### config.mk
export PLATFORM = sky130hd
export DESIGN_NAME = aes_block_serializer
export DESIGN_NICKNAME = d
export VERILOG_FILES = /design/src/rtl/aes_ser_pkg.sv /design/src/rtl/aes_block_serializer.sv
export SDC_FILE = /design/constraint.sdc
export NUM_CORES = 1
export LEC_CHECK = 0
export CAP_MARGIN = 5
export CORE_MARGIN = 5
export CORE_UTILIZATION = 30
export CTS_CLUSTER_DIAMETER = 120
export CTS_CLUSTER_SIZE = 30
export DETAILED_ROUTE_END_ITERATION = 8
export PLACE_DENSITY = 0.61
export SLEW_MARGIN = 10
export SYNTH_ARGS = -nofsm -noshare
export SYNTH_HDL_FRONTEND = slang
export SYNTH_SLANG_ARGS = --single-unit
### constraint.sdc
create_clock -name clk -period 1.9 [get_ports clk]
set_input_delay 0.38 -clock clk [delete_from_list [all_inputs] [get_ports clk]]
set_output_delay 0.38 -clock clk [all_outputs]
set_load 0.005 [all_outputs]
### src/rtl/aes_ser_pkg.sv
// aes_ser_pkg: shared constants and types for the AES block serializer
package aes_ser_pkg;
  localparam int AES_BLOCK_BYTES = 16;
  localparam int AES_BYTE_W = 8;
  typedef enum logic {SER_IDLE, SER_SEND} ser_state_t;
  typedef logic [AES_BYTE_W-1:0] aes_byte_t;
endpackage

### src/rtl/aes_block_serializer.sv
// aes_block_serializer: parallel AES block to byte stream, MSB byte first; AES_SER_LAST_EN adds out_last
module aes_block_serializer
  import aes_ser_pkg::*;
#(
  parameter int NUM_BYTES = AES_BLOCK_BYTES,
  parameter int BYTE_W = AES_BYTE_W
) (
  input  logic                        clk,
  input  logic                        rst,
  input  logic [NUM_BYTES*BYTE_W-1:0] in_block,
  input  logic                        in_valid,
  output logic                        in_ready,
  output logic [BYTE_W-1:0]           out_byte,
  output logic                        out_valid,
  input  logic                        out_ready,
`ifdef AES_SER_LAST_EN
  output logic                        out_last,
`endif
  output logic                        busy
);
  localparam int CW = $clog2(NUM_BYTES);
  ser_state_t state, state_n;
  logic [CW-1:0] cnt;
  logic [NUM_BYTES*BYTE_W-1:0] sr;
  logic last, load, adv;
  always_comb begin
    last = cnt == CW'(NUM_BYTES - 1);
    out_valid = state == SER_SEND;
    busy = out_valid;
    out_byte = sr[NUM_BYTES*BYTE_W-1 -: BYTE_W];
    in_ready = out_valid ? last && out_ready : 1'b1;
    load = in_valid && in_ready;
    adv = out_valid && out_ready;
    state_n = load ? SER_SEND : (adv && last) ? SER_IDLE : state;
  end
`ifdef AES_SER_LAST_EN
  assign out_last = out_valid && last;
`endif
  always_ff @(posedge clk) begin
    if (rst) begin
      state <= SER_IDLE;
      cnt <= '0;
      sr <= '0;
    end else begin
      state <= state_n;
      if (load) begin
        sr <= in_block;
        cnt <= '0;
      end else if (adv) begin
        sr <= sr << BYTE_W;
        cnt <= last ? cnt : cnt + CW'(1);
      end
    end
  end
endmodule
==> results of run 1 <==
[layout make-up]
| cell class | count | area share |
|---|---|---|
| flip-flops and latches | 133 | 0.300 |
| inverters | 1 | 0.000703 |
| multi-input cells | 394 | 0.387 |
| well taps | 280 | 0.0394 |
| clock inverters | 7 | 0.00492 |
| repair buffers | 182 | 0.210 |
| clock buffers | 25 | 0.0579 |
[cells by family after synthesis]
kind of cell,after synthesis,share of synthesized area
flip-flops,133,0.409
buffers and inverters,91,0.0689
AND/OR/NAND/NOR,14,0.0138
adder cells (fa/ha/maj),1,0.00192
multiplexers,120,0.184
AO/OA/AOI/OAI,259,0.322
[path summary, 6_finish.rpt]
path,depth (start not counted),slack [ns],endpoint,startpoint
worst min-delay path,2,0.42,sr[51],rst
worst min register to register,1,0.48,sr[2],sr[2]
worst max-delay path,1,0.07,out_valid,busy
worst max register to register,6,0.18,sr[84],cnt[0]
[layout by cell type (no fill, tap or decap), types with 3 or more instances in the layout]
master / Yosys / routed
a211oi_2: 31 / 31
a211oi_1: 212 / 212
clkbuf_16: 0 / 17
buf_12: 0 / 12
clkinv_2: 0 / 3
buf_4: 13 / 29
clkinvlp_4: 0 / 3
dfxtp_1: 133 / 131
clkbuf_8: 0 / 6
mux2i_1: 120 / 120
a22o_1: 8 / 8
clkdlybuf4s50_1: 0 / 140
a21oi_1: 3 / 3
[worst reg2reg max path, cell delays in order, from the launching register on]
cell      delay, ns
dfxtp_1        0.37
ha_4           0.17
nand4_4        0.13
buf_4          0.27
buf_4          0.25
a211oi_1       0.34
a211oi_2       0.08
[what timing repair did]
action | 4_1_cts | 5_1_grt
pin swaps | 0 | 0
endpoints found under the setup margin | 1 | 1
gates resized for setup | 3 | 2
[flip-flops by register name (all words and copies together), names as in the netlist]
signal and flops:
busy 1, sr 128, cnt 4
[metrics by stage]
step	power [µW]	setup TNS, ns	setup slack (ns)	hold slack (ns)
after floorplan	3870	0	0.252	0.449
after global placement	4430	-10.05	-0.166	0.461
after detailed placement	4440	-13.10	-0.218	0.466
after CTS	7560	0	0.0194	0.423
after global routing	7790	0	0.00712	0.421
final	7470	0	0.0729	0.418
[per-layer routing]
layer / wire length (µm) / global-route usage / vias to the layer above
li1: - / - / 2673
met1: 9010 / 0.207 / 2530
met2: 8920 / 0.242 / 118
met5: 0 / 0 / -
met3: 880 / 0.0377 / 13
met4: 148 / 0.0328 / 0
[report_power, final]
group          switching [µW]  internal [µW]
Sequential                159           3020
Clock                    1220           1870
Combinational             533            660
==> results.cfg, run 1 <==
[routing]
drtAntennaViolNets = 0
vias_per_cell = 5.22
detail_route.wl_per_cell_um = 18.5
firstDrtPassIters = 4
num_vias = 5334
routed_wl_um = 19000
first_iter_violations = 222
remaining_drc_errors = 0

[floorplan]
core_area_um2 = 21600
row_count = 54
die_h_um = 157
io_pins = 143
dieArea_um2 = 24800
initial_utilization = 0.301
die_w_um = 157

[place]
port-buffer-count = 142
placed_cell_area_um2 = 8330
dp.cells = 990
gp_congestion = 0.763
place_hpwl_um = 13300

[synthesis]
synth_cells = 618
avgSynthCellArea_um2 = 10.5
synthTopCellsByArea = dfxtp_1 (41%), a211oi_1 (24%), mux2i_1 (18%), a211oi_2 (6.0%), clkbuf_1 (2.5%)
syn_nets = 751
synthFlopType = dfxtp_1
yosysMostFrequentCell = a211oi_1
ys_types = 29
netlist_area_um2 = 6510
async_flop_share = 0
synth.cells.most_frequent = a211oi_1 (212), dfxtp_1 (133), mux2i_1 (120)
yosysSeqAreaShare = 0.409
synth_edf_count = 0
yosys_warnings = 0
yosysTopAreaCell = dfxtp_1
yosysTopAreaCellShare = 0.409
ys_seq_elements = 133

[cells_and_area]
fill_cells = 2107
ff_latch_area_um2 = 2670
fin_area_um2 = 8900
fin_cells = 1022
diodes = 0
utilization = 0.412
fin_nets = 862
area_growth_pct = 36.6
drive_gt1_frac = 0.150
multiInputGateArea_um2 = 3450

[global_route]
grt_pass1_wl_um = 29800
grt_max_degree = 71
grt_overflow_total = 0
groute.usage.overall = 0.151
grt_pass1_vias = 5468
antenna_found_initial = 0

[cts]
holdBufCountCts = 0
clk_latency_ns = 0.41
post_cts_buffers = 0
htree_levels = 4
cts_sinks = 133
numCtsBuffers = 17
cts_tree = built
clk_pin_slew_ns = 0.06
cts_buffer_depth = 2
clock-root-buffer = clkbuf_16

[setup_path]
crit_slowest_cell = clkdlybuf4s50_1
cp_max_fo = 14
worstSetupPathType = flop to output pin
cp-start-kind = flop
critPathArrivalTime_ns = 1.45
critical-path-top-delay-family = buffers and inverters
max_stage_delay_ns = 0.55
worstPathRequired_ns = 1.52
path_cells = clkdlybuf4s50_1
path_buf_inv = 1
critPathCaptureType = output pin

[timing]
maxSlewViolCount = 0
slew_headroom = 0.701
worstMarginPinSlew_ns = 0.448
rsz0062_at_grt = false
skew_ns = 0.0108
period_share = 0.962
max_freq_mhz = 547
finalHoldViolCount = 0
setup_viol = 0
timing.final.crit_period_ns = 1.83

[pwr]
peakVddDrop_uv = 494
power.density_nw_per_um2 = 839
p_leak_uw = 0.00352

[min_path]
min-delay-path-class = primary input to flop

[flow_run]
cap_violations = 0

[outcome]
status = finished clean
Note: power is estimated with default switching activity, not from simulation.
==> inputs of run 2 (changes only) <==
--- a/config.mk
+++ b/config.mk
@@ -6,12 +6,15 @@
 export NUM_CORES = 1
 export LEC_CHECK = 0
 export CAP_MARGIN = 5
+export CELL_PAD_IN_SITES_DETAIL_PLACEMENT = 0
+export CELL_PAD_IN_SITES_GLOBAL_PLACEMENT = 1
 export CORE_MARGIN = 5
 export CORE_UTILIZATION = 30
 export CTS_CLUSTER_DIAMETER = 120
 export CTS_CLUSTER_SIZE = 30
 export DETAILED_ROUTE_END_ITERATION = 8
-export PLACE_DENSITY = 0.61
+export PLACE_DENSITY = 0.73
+export RECOVER_POWER = 25
 export SLEW_MARGIN = 10
 export SYNTH_ARGS = -nofsm -noshare
 export SYNTH_HDL_FRONTEND = slang
==> run 2 against run 1 <==
Worst setup slack gained 0.038 ns; via count grew 0.51%; clock-buffer cell count shrank 3; highest routed layer unchanged; cell count shrank 0.68%; clock power grew 7.4%; sequential cell count is the same; fmax grew 2.1%; sequential power is essentially flat; clock skew grew 0.0025 ns.
==> results.cfg, run 2 (synthesis results as in run 1) <==
[global_route]
grt_overflow_total = 0
grt_pass1_vias = 5394
grt_max_degree = 65
groute.usage.overall = 0.151
antenna_found_initial = 0
grt_pass1_wl_um = 29700

[timing]
slew_headroom = 0.531
period_share = 0.941
max_freq_mhz = 559
timing.final.crit_period_ns = 1.79
setup_viol = 0
maxSlewViolCount = 0
rsz0062_at_grt = false
setup_tns_ns = 0
worstMarginPinSlew_ns = 0.704
finalHoldViolCount = 0
skew_ns = 0.0134
whs_ns = 0.460

[routing]
routed_wl_um = 19000
first_iter_violations = 346
detail_route.wl_per_cell_um = 18.7
dr_wl_met3_um = 891
drtAntennaViolNets = 0
num_vias = 5361
firstDrtPassIters = 4
route.met2.wl_um = 8620
drt-met1-wl_um = 9330
routed.top_layer = met4
remaining_drc_errors = 0
vias_per_cell = 5.28

[cts]
clk_latency_ns = 0.42
clock-root-buffer = clkbuf_16
numCtsBuffers = 17
clk_pin_slew_ns = 0.06
cts_buffer_depth = 2
post_cts_buffers = 0
cts_sinks = 133
htree_levels = 4
cts_tree = built

[setup_path]
reg2regPathDepth = 6
cp-start-kind = flop
cp_max_fo = 4
worstPathRequired_ns = 1.52
critPathCaptureType = output pin
critPathArrivalTime_ns = 1.41
worstSetupPathType = flop to output pin

[place]
port-buffer-count = 142
place_hpwl_um = 12700
gp_congestion = 0.765

[cells_and_area]
largest_reg_flops = 128
fin_nets = 856
diodes = 0
area_growth_pct = 35.3
top_register = sr
drive_gt1_frac = 0.125
layout_commonest_cell = a211oi_1
final_cell_mix = a211oi_1 (224), clkdlybuf4s50_1 (140), dfxtp_1 (130)

[min_path]
min-delay-path-class = primary input to flop
hold_depth = 2

[floorplan]
die_h_um = 157
dieArea_um2 = 24800
io_pins = 143
die_w_um = 157
initial_utilization = 0.301
core_area_um2 = 21600
row_count = 54

[outcome]
status = finished clean

[pwr]
p_leak_uw = 0.00349
power.density_nw_per_um2 = 869
peakVddDrop_uv = 517

[flow_run]
cap_violations = 0
run 2: cell type report:
class                           count  area, µm²
Clock buffer                       22        464
Clock inverter                      9        126
Fill cell                        2135      12800
Inverter                            1       6.26
Multi-Input combinational cell    394       3390
Sequential cell                   133       2670
Tap cell                          280        350
Timing Repair Buffer              176       1800
run 2: timing repair:
item	in CTS	in global routing
resized for setup	8	0
hold buffers	0	0
endpoints found under the setup margin	1	0
run 2: worst paths after layout:
check / to / slack (ns) / startpoint
setup / recovery: in_ready / 0.11 / cnt[1]
hold reg to reg: sr[1] / 0.48 / sr[1]
setup reg to reg: sr[90] / 0.13 / cnt[1]
hold / removal: sr[23] / 0.46 / rst
run 2: power breakdown:
part           internal, µW  switching (µW)
Clock                  2120            1200
Sequential             3020             155
Combinational           639             528
Total                  5780            1880
run 2: through the flow:
step | instance area [µm²] | util | std cells | setup slack (ns) | power (µW)
floorplan | 6520 | - | 618 | 0.252 | 3870
global placement | 8280 | 0.383 | 984 | -0.193 | 4420
detailed placement | 8280 | 0.383 | 984 | -0.203 | 4420
CTS | 8890 | 0.411 | 1015 | 0.0832 | 7780
global route | 8810 | 0.408 | 1015 | 0.0165 | 7970
finish | 8810 | 0.408 | 1015 | 0.111 | 7660
run 2: worst max-delay path, stage by stage, from the launching register on:
cell	delay, ns
dfxtp_2	0.37
ha_4	0.16
nand4_4	0.11
nand2_4	0.11
dlygate4sd2_1	0.24
run 2: metal layers:
| metal | up-vias | GRT usage |
|---|---|---|
| li1 | 2672 | - |
| met1 | 2556 | 0.216 |
| met2 | 124 | 0.226 |
| met3 | 9 | 0.0357 |
| met4 | 0 | 0.0442 |
| met5 | - | 0 |
